[config.mk]
export PLATFORM = sky130hd
export DESIGN_NAME = uart_rx_core_flat
export DESIGN_NICKNAME = d
export VERILOG_FILES = /design/src/rtl/uart_rx_if.sv /design/src/rtl/uart_rx_core.sv /design/src/flat_wrapper.sv
export SDC_FILE = /design/constraint.sdc
export NUM_CORES = 1
export LEC_CHECK = 0
export CORE_ASPECT_RATIO = 0.5
export CORE_UTILIZATION = 41
export CTS_CLUSTER_DIAMETER = 100
export DETAILED_ROUTE_END_ITERATION = 8
export DONT_BUFFER_PORTS = 1
export PLACE_DENSITY_LB_ADDON = 0.3
export SLEW_MARGIN = 20
export SYNTH_ARGS = -nofsm -noshare
export SYNTH_HDL_FRONTEND = slang
export SYNTH_SLANG_ARGS = --single-unit
[constraint.sdc]
create_clock -name clk -period 1.65 [get_ports clk]
set_input_delay 0.0825 -clock clk [delete_from_list [all_inputs] [get_ports clk]]
set_output_delay 0.0825 -clock clk [all_outputs]
set_load 0.03 [all_outputs]
[src/rtl/uart_rx_if.sv]
// Result bus from uart_rx_core to the register interface.
interface uart_rx_if;
  logic [7:0] rx_data;
  logic       rx_done;
  logic       frame_err;
  logic       parity_err;
  logic       busy;

  // Handshake: rx_done is a one-cycle valid strobe with no ready; the consumer must
  // take rx_data/frame_err/parity_err on that cycle (they also hold until the next strobe).
  modport master (output rx_data, rx_done, frame_err, parity_err, busy);
  modport slave  (input  rx_data, rx_done, frame_err, parity_err, busy);
endinterface

[src/rtl/uart_rx_core.sv]
// 16x-oversampling UART receiver: start, DATA_BITS data (LSB first), optional parity, stop.
module uart_rx_core #(
  parameter int DATA_BITS = 8
) (
  input  logic             clk,
  input  logic             rst,
  input  logic             baud_tick,
  input  logic [1:0]       parity_mode,
  input  logic             rx,
  uart_rx_if.master        rx_bus,
  output logic [2:0]       state_dbg
);

  typedef enum logic [2:0] {IDLE, START, DATA, PARITY, STOP} state_t;

  localparam logic [2:0] LAST_BIT = 3'(DATA_BITS - 1);

  state_t     state, state_n;
  logic       rx_meta, rx_s;
  logic [3:0] tick_cnt, tick_n;
  logic [2:0] bit_cnt, bit_n;
  logic [7:0] shift, shift_n;
  logic [1:0] mode, mode_n;
  logic       par_hold, par_hold_n;
  logic [7:0] data_q, data_n;
  logic       ferr_q, ferr_n;
  logic       perr_q, perr_n;
  logic       done_q, done_n;
  logic       par_en;

  // Modes 01 (even) and 10 (odd) carry a parity bit; 00 and 11 do not.
  assign par_en = mode[0] ^ mode[1];

  always_ff @(posedge clk) begin
    if (rst) begin
      rx_meta  <= 1'b1;
      rx_s     <= 1'b1;
      state    <= IDLE;
      tick_cnt <= '0;
      bit_cnt  <= '0;
      shift    <= '0;
      mode     <= '0;
      par_hold <= 1'b0;
      data_q   <= '0;
      ferr_q   <= 1'b0;
      perr_q   <= 1'b0;
      done_q   <= 1'b0;
    end else begin
      rx_meta  <= rx;
      rx_s     <= rx_meta;
      state    <= state_n;
      tick_cnt <= tick_n;
      bit_cnt  <= bit_n;
      shift    <= shift_n;
      mode     <= mode_n;
      par_hold <= par_hold_n;
      data_q   <= data_n;
      ferr_q   <= ferr_n;
      perr_q   <= perr_n;
      done_q   <= done_n;
    end
  end

  always_comb begin
    state_n    = state;
    tick_n     = tick_cnt;
    bit_n      = bit_cnt;
    shift_n    = shift;
    mode_n     = mode;
    par_hold_n = par_hold;
    data_n     = data_q;
    ferr_n     = ferr_q;
    perr_n     = perr_q;
    done_n     = 1'b0;
    if (baud_tick) begin
      unique case (state)
        IDLE: begin
          if (!rx_s) begin
            state_n = START;
            tick_n  = '0;
            shift_n = '0;
          end
        end
        START: begin
          if (tick_cnt == 4'd7) begin
            // A start that has gone high again by mid-bit is a glitch.
            if (!rx_s) begin
              state_n = DATA;
              tick_n  = '0;
              bit_n   = '0;
              mode_n  = parity_mode;
            end else begin
              state_n = IDLE;
            end
          end else begin
            tick_n = tick_cnt + 4'd1;
          end
        end
        DATA: begin
          if (tick_cnt == 4'd15) begin
            shift_n[bit_cnt] = rx_s;
            tick_n           = '0;
            if (bit_cnt == LAST_BIT) state_n = par_en ? PARITY : STOP;
            else                     bit_n   = bit_cnt + 3'd1;
          end else begin
            tick_n = tick_cnt + 4'd1;
          end
        end
        PARITY: begin
          if (tick_cnt == 4'd15) begin
            par_hold_n = ((^shift) ^ rx_s) != (mode == 2'b10);
            tick_n     = '0;
            state_n    = STOP;
          end else begin
            tick_n = tick_cnt + 4'd1;
          end
        end
        STOP: begin
          // Leaving at mid-stop-bit leaves half a bit to catch a back-to-back start edge.
          if (tick_cnt == 4'd15) begin
            data_n  = shift;
            ferr_n  = ~rx_s;
            perr_n  = par_en & par_hold;
            done_n  = 1'b1;
            state_n = IDLE;
          end else begin
            tick_n = tick_cnt + 4'd1;
          end
        end
        default: state_n = IDLE;
      endcase
    end
  end

  assign rx_bus.rx_data    = data_q;
  assign rx_bus.rx_done    = done_q;
  assign rx_bus.frame_err  = ferr_q;
  assign rx_bus.parity_err = perr_q;
  assign rx_bus.busy       = (state != IDLE);
  assign state_dbg         = state;

endmodule

[src/flat_wrapper.sv]
// flat-port wrapper written by rule: the top's interface ports become plain ports
module uart_rx_core_flat 
#(
  parameter int DATA_BITS = 8
)
  (clk, rst, baud_tick, parity_mode, rx, state_dbg, rx_bus_rx_data, rx_bus_rx_done, rx_bus_frame_err, rx_bus_parity_err, rx_bus_busy);
  uart_rx_if rx_bus_i ();
  input  logic clk;
  input  logic rst;
  input  logic baud_tick;
  input  logic [1:0] parity_mode;
  input  logic rx;
  output logic [2:0] state_dbg;
  output wire logic [$bits(rx_bus_i.rx_data)-1:0] rx_bus_rx_data;
  output wire logic [$bits(rx_bus_i.rx_done)-1:0] rx_bus_rx_done;
  output wire logic [$bits(rx_bus_i.frame_err)-1:0] rx_bus_frame_err;
  output wire logic [$bits(rx_bus_i.parity_err)-1:0] rx_bus_parity_err;
  output wire logic [$bits(rx_bus_i.busy)-1:0] rx_bus_busy;
  assign rx_bus_rx_data = rx_bus_i.rx_data;
  assign rx_bus_rx_done = rx_bus_i.rx_done;
  assign rx_bus_frame_err = rx_bus_i.frame_err;
  assign rx_bus_parity_err = rx_bus_i.parity_err;
  assign rx_bus_busy = rx_bus_i.busy;
  uart_rx_core #(.DATA_BITS(DATA_BITS)) u_core (.clk(clk), .rst(rst), .baud_tick(baud_tick), .parity_mode(parity_mode), .rx(rx), .rx_bus(rx_bus_i), .state_dbg(state_dbg));
endmodule
==> metrics.md <==
| Metric | Value |
|---|---|
| Outcome | finished with violations |
| Failing checks | negative hold slack, negative setup slack |
| Clock Root Buffer | clkbuf_8 |
| Period utilization | 103% |
| Hold path depth | 1 |
| Flops & latches, synth | 34 |
| Hold slack | -0.164 ns |
| Initial antenna violation count | 0 |
| Number of synthesized flops with an enable pin | 0 |
| Largest net degree at the start of global routing | 35 |
| Synth Area in Compound Gates | between 10% and 20% |
| RePlAce Congestion | just over 0.8 |
| HPWL Detailed | ~2600 um |
| Post-synthesis sequential area ratio | 38.9% |
| Asr flop ratio synth | 0% |
| Final cell count without fillers | roughly 270 |
| CTS Hold Bufs | 4 |
| DRT Wirelength | ~4000 um |
| Maximum root-to-sink buffer count | 2 |
| Simple-gate share of the synthesized area | a little over a fifth |
| Detailed-route via count | ~1.5k |
| Capturing element type of the critical path | flip-flop |
| Congestion Overflow GR | 0 |
| Hold_sp | rst |
| Number of diodes | 0 |
| Residual DRC count | 0 |
| Pre-antenna DRT Iters | 4 |
| Final worst slack | -0.0443 ns |
| Antenna viol nets, final | 0 |
| Row cnt | 16 |
| Layout overhead on the synthesized area | 27.8% |
| Worst-Margin Slew | around 0.4 ns |
| # setup viols final | 8 |
| Clk pin slew, worst setup/hold paths | ~0.070 ns |
| Fin nets | approximately 230 |
| Worst Hold Endpoint | u_core.state_dbg[2]$_SDFFE_PP0P_ |
| Crit-path most repeated cell | a21oi_1 |
| Hold Crit Class | input pin to flip-flop |
| Main combinational cell family by area after synthesis | simple AND/OR/NAND/NOR gates |
| F_max | 0.590 GHz |
| WP data arrival | roughly 1.9 ns |
| DRT iter0 DRCs | 46 |
| Boundary Pins | 21 |
| Max-slew headroom | 73.4% |
| Critical path's largest stage delay | between 0.4 and 0.5 ns |
| Reg2reg setup slack | -0.04 ns |
| Total GRT Usage | 17.9% |
| R2r endpoint | u_core.shift[3]$_SDFFE_PP0P_ |
| Mapped cell area | around 1700 um2 |
| Htree depth | 2 |
| Fin Clk Skew | about 0.0056 ns |
| Worst R2R Path Depth | 7 |
| Slowest CP cell | or4_1 |
| Synth Area in XOR/XNOR | 4.51% |
| Synth Flop Type | dfxtp_1 |
| Leak | ~0.80 nW |
| Max-Cap Viols | 0 |
| CP max FO | 8 |
| Worst VDD drop | about 0.29 mV |
| Num CTS Buffers | 5 |
| Critical path class | flip-flop to flip-flop |
| Total power draw | approximately 1.8 mW |
| First-pass GRT wire length | between 5000 and 6000 um |
| Die area | approximately 4500 um2 |
| Clk sink count | 34 |
| Vias in the first global route | 1,279 |
| Synth warnings | 0 |
| Commonest non-fill, non-tap cell in the layout | dfxtp_1 |
| Startpoint types | flip-flop |
| FF-to-FF Start | u_core.tick_cnt[0]$_SDFFE_PP0P_ |
| Routed WL per cell | 14.3 um |
| RSZ-0062 raised after global routing | true |
| Initial Util | a little over two fifths |
| Port bufs | 0 |
| Worst-Skew Late Latency | about 0.29 ns |
| Adder-Cell Fraction of Synth Area | 2.86% |
| # fillers | between 300 and 400 |
| Die H | 48.2 um |
| Layout cell share with drive strength beyond 1 | between 30 and 40% |
| Critical Path RT | roughly 1.8 ns |
| Routed vias/inst | about 5.4 |
| Synth cell types | 47 |
| Pwr per Cell Area | 783 nW/um2 |
| CTS tree | yes |
| Core footprint | between 3000 and 4000 um2 |
| Cells after Synth | between 150 and 200 |
| Placed Cells | between 200 and 300 |
| Mapped Nets | 207 |
| Mux share of post-synthesis cell area | around 10% |
| Min Tclk post-route | roughly 1.7 ns |
| Chip Width | 94.4 um |
| CP cell instances | ha_4, and3_4, a21oi_1, or4_1, buf_6, o21ai_1, a21oi_1 |
| Setup WS pre-CTS | -0.0404 ns |
| Slew Limit Fails | 0 |
| Synthesized area per cell | about 8.9 um2 |
| Final Hold Vio Count | 29 |
| Most frequent cells in the layout | dfxtp_1, nor2_1, buf_4, a21oi_1, mux2i_1 |
critical path, delay by kind of cell, from the launching register on:
kind	cells	cell delay, ns
AOI/OAI and AO/OA	3	0.27
DFF	1	0.35
adders and majority gates	1	0.16
and+or+nand+nor	2	0.63
buffers and inverters	1	0.17
cell families (layout without fill, tap and decap cells):
group / after synthesis / after routing
AO/OA/AOI/OAI: 49 / 49
XOR/XNOR: 9 / 9
adder cells (fa/ha/maj): 4 / 4
buffers and inverters: 18 / 39
flip-flops: 34 / 34
multiplexers: 16 / 16
AND/OR/NAND/NOR: 67 / 67
power breakdown:
part           internal, mW  total [mW]  switching [mW]
Combinational        0.0929       0.191          0.0981
Clock                 0.422       0.722           0.301
Sequential            0.830       0.837         0.00729
state kept, by name (all words and copies together) (netlist names):
signal                    count
u_core.par_hold               1
u_core.mode                   2
u_core.rx_bus.parity_err      1
u_core.bit_cnt                3
u_core.tick_cnt               4
u_core.rx_meta                1
u_core.rx_bus.rx_done         1
u_core.rx_s                   1
u_core.shift                  8
u_core.rx_bus.frame_err       1
u_core.rx_bus.rx_data         8
u_core.state_dbg              3
layer usage:
metal / up-vias / part of all wire [%] / wire (um) / track usage [%]
li1: 730 / - / - / -
met1: 694 / 47 / 1850 / 22.1
met2: 28 / 46 / 1780 / 29.0
met3: 8 / 4.5 / 176 / 5.30
met4: 0 / 2.1 / 83 / 10.5
met5: - / 0 / 0 / 0
synth_stat cells, types with 2 or more instances:
library cell	count	area, um2
a21oi_1	20	100
a31oi_1	2	12.5
and2_1	3	18.8
and3_1	3	18.8
buf_2	3	15.0
buf_4	4	30.0
clkbuf_1	6	22.5
dfxtp_1	34	681
ha_1	4	50.1
inv_1	4	15.0
mux2_4	3	45.0
mux2i_1	13	130
nand2_1	8	30.0
nand2b_1	2	12.5
nand3_1	3	15.0
nand3b_1	3	22.5
nor2_1	25	93.8
nor2_2	2	12.5
nor2b_1	4	25.0
o21ai_0	7	35.0
o21ai_1	9	45.0
or2_2	2	12.5
xnor2_1	9	78.8
through the flow:
stage / hold slack, ns / util [%] / instance area, um2 / TNS [ns]
after floorplan: 0.186 / - / 1800 / -0.157
after global placement: 0.145 / 48.9 / 1950 / -0.136
after detailed placement: 0.145 / 48.9 / 1950 / -0.272
after CTS: -0.169 / 53.2 / 2120 / -0.204
after global routing: -0.160 / 56.1 / 2230 / -1.30
final: -0.164 / 56.1 / 2230 / -0.196
cell type report:
cell class / instances / area (um2) / area share [%]
inverters: 4 / 15.0 / 0.672
repair buffers: 28 / 258 / 11.5
multi-input cells: 145 / 1090 / 48.9
clock buffers: 7 / 108 / 4.82
flip-flops and latches: 34 / 694 / 31.1
well taps: 54 / 67.6 / 3.02
timing repair:
action,4_1_cts,5_1_grt
resized for setup,6,20
pin swaps,8,9
gates cloned,0,1
setup endpoints to repair,21,26
setup buffers,0,1
hold endpoints to repair,32,29
worst max-delay path by stage:
stage | startpoint | to | slack, ns | cells after the start
after floorplan | u_core.tick_cnt[0]$_SDFFE_PP0P_ | u_core.shift[7]$_SDFFE_PP0P_ | -0.02 | 8
after global placement | u_core.tick_cnt[1]$_SDFFE_PP0P_ | u_core.shift[6]$_SDFFE_PP0P_ | -0.02 | 7
after detailed placement | u_core.tick_cnt[1]$_SDFFE_PP0P_ | u_core.rx_bus.rx_data[6]$_SDFFE_PP0P_ | -0.04 | 8
after CTS | u_core.tick_cnt[1]$_SDFFE_PP0P_ | u_core.rx_bus.rx_data[6]$_SDFFE_PP0P_ | -0.03 | 8
after global routing | u_core.tick_cnt[1]$_SDFFE_PP0P_ | u_core.rx_bus.rx_data[1]$_SDFFE_PP0P_ | -0.11 | 8
final | u_core.tick_cnt[0]$_SDFFE_PP0P_ | u_core.shift[3]$_SDFFE_PP0P_ | -0.04 | 7
No activity file was read; power rests on OpenSTA's default activity.
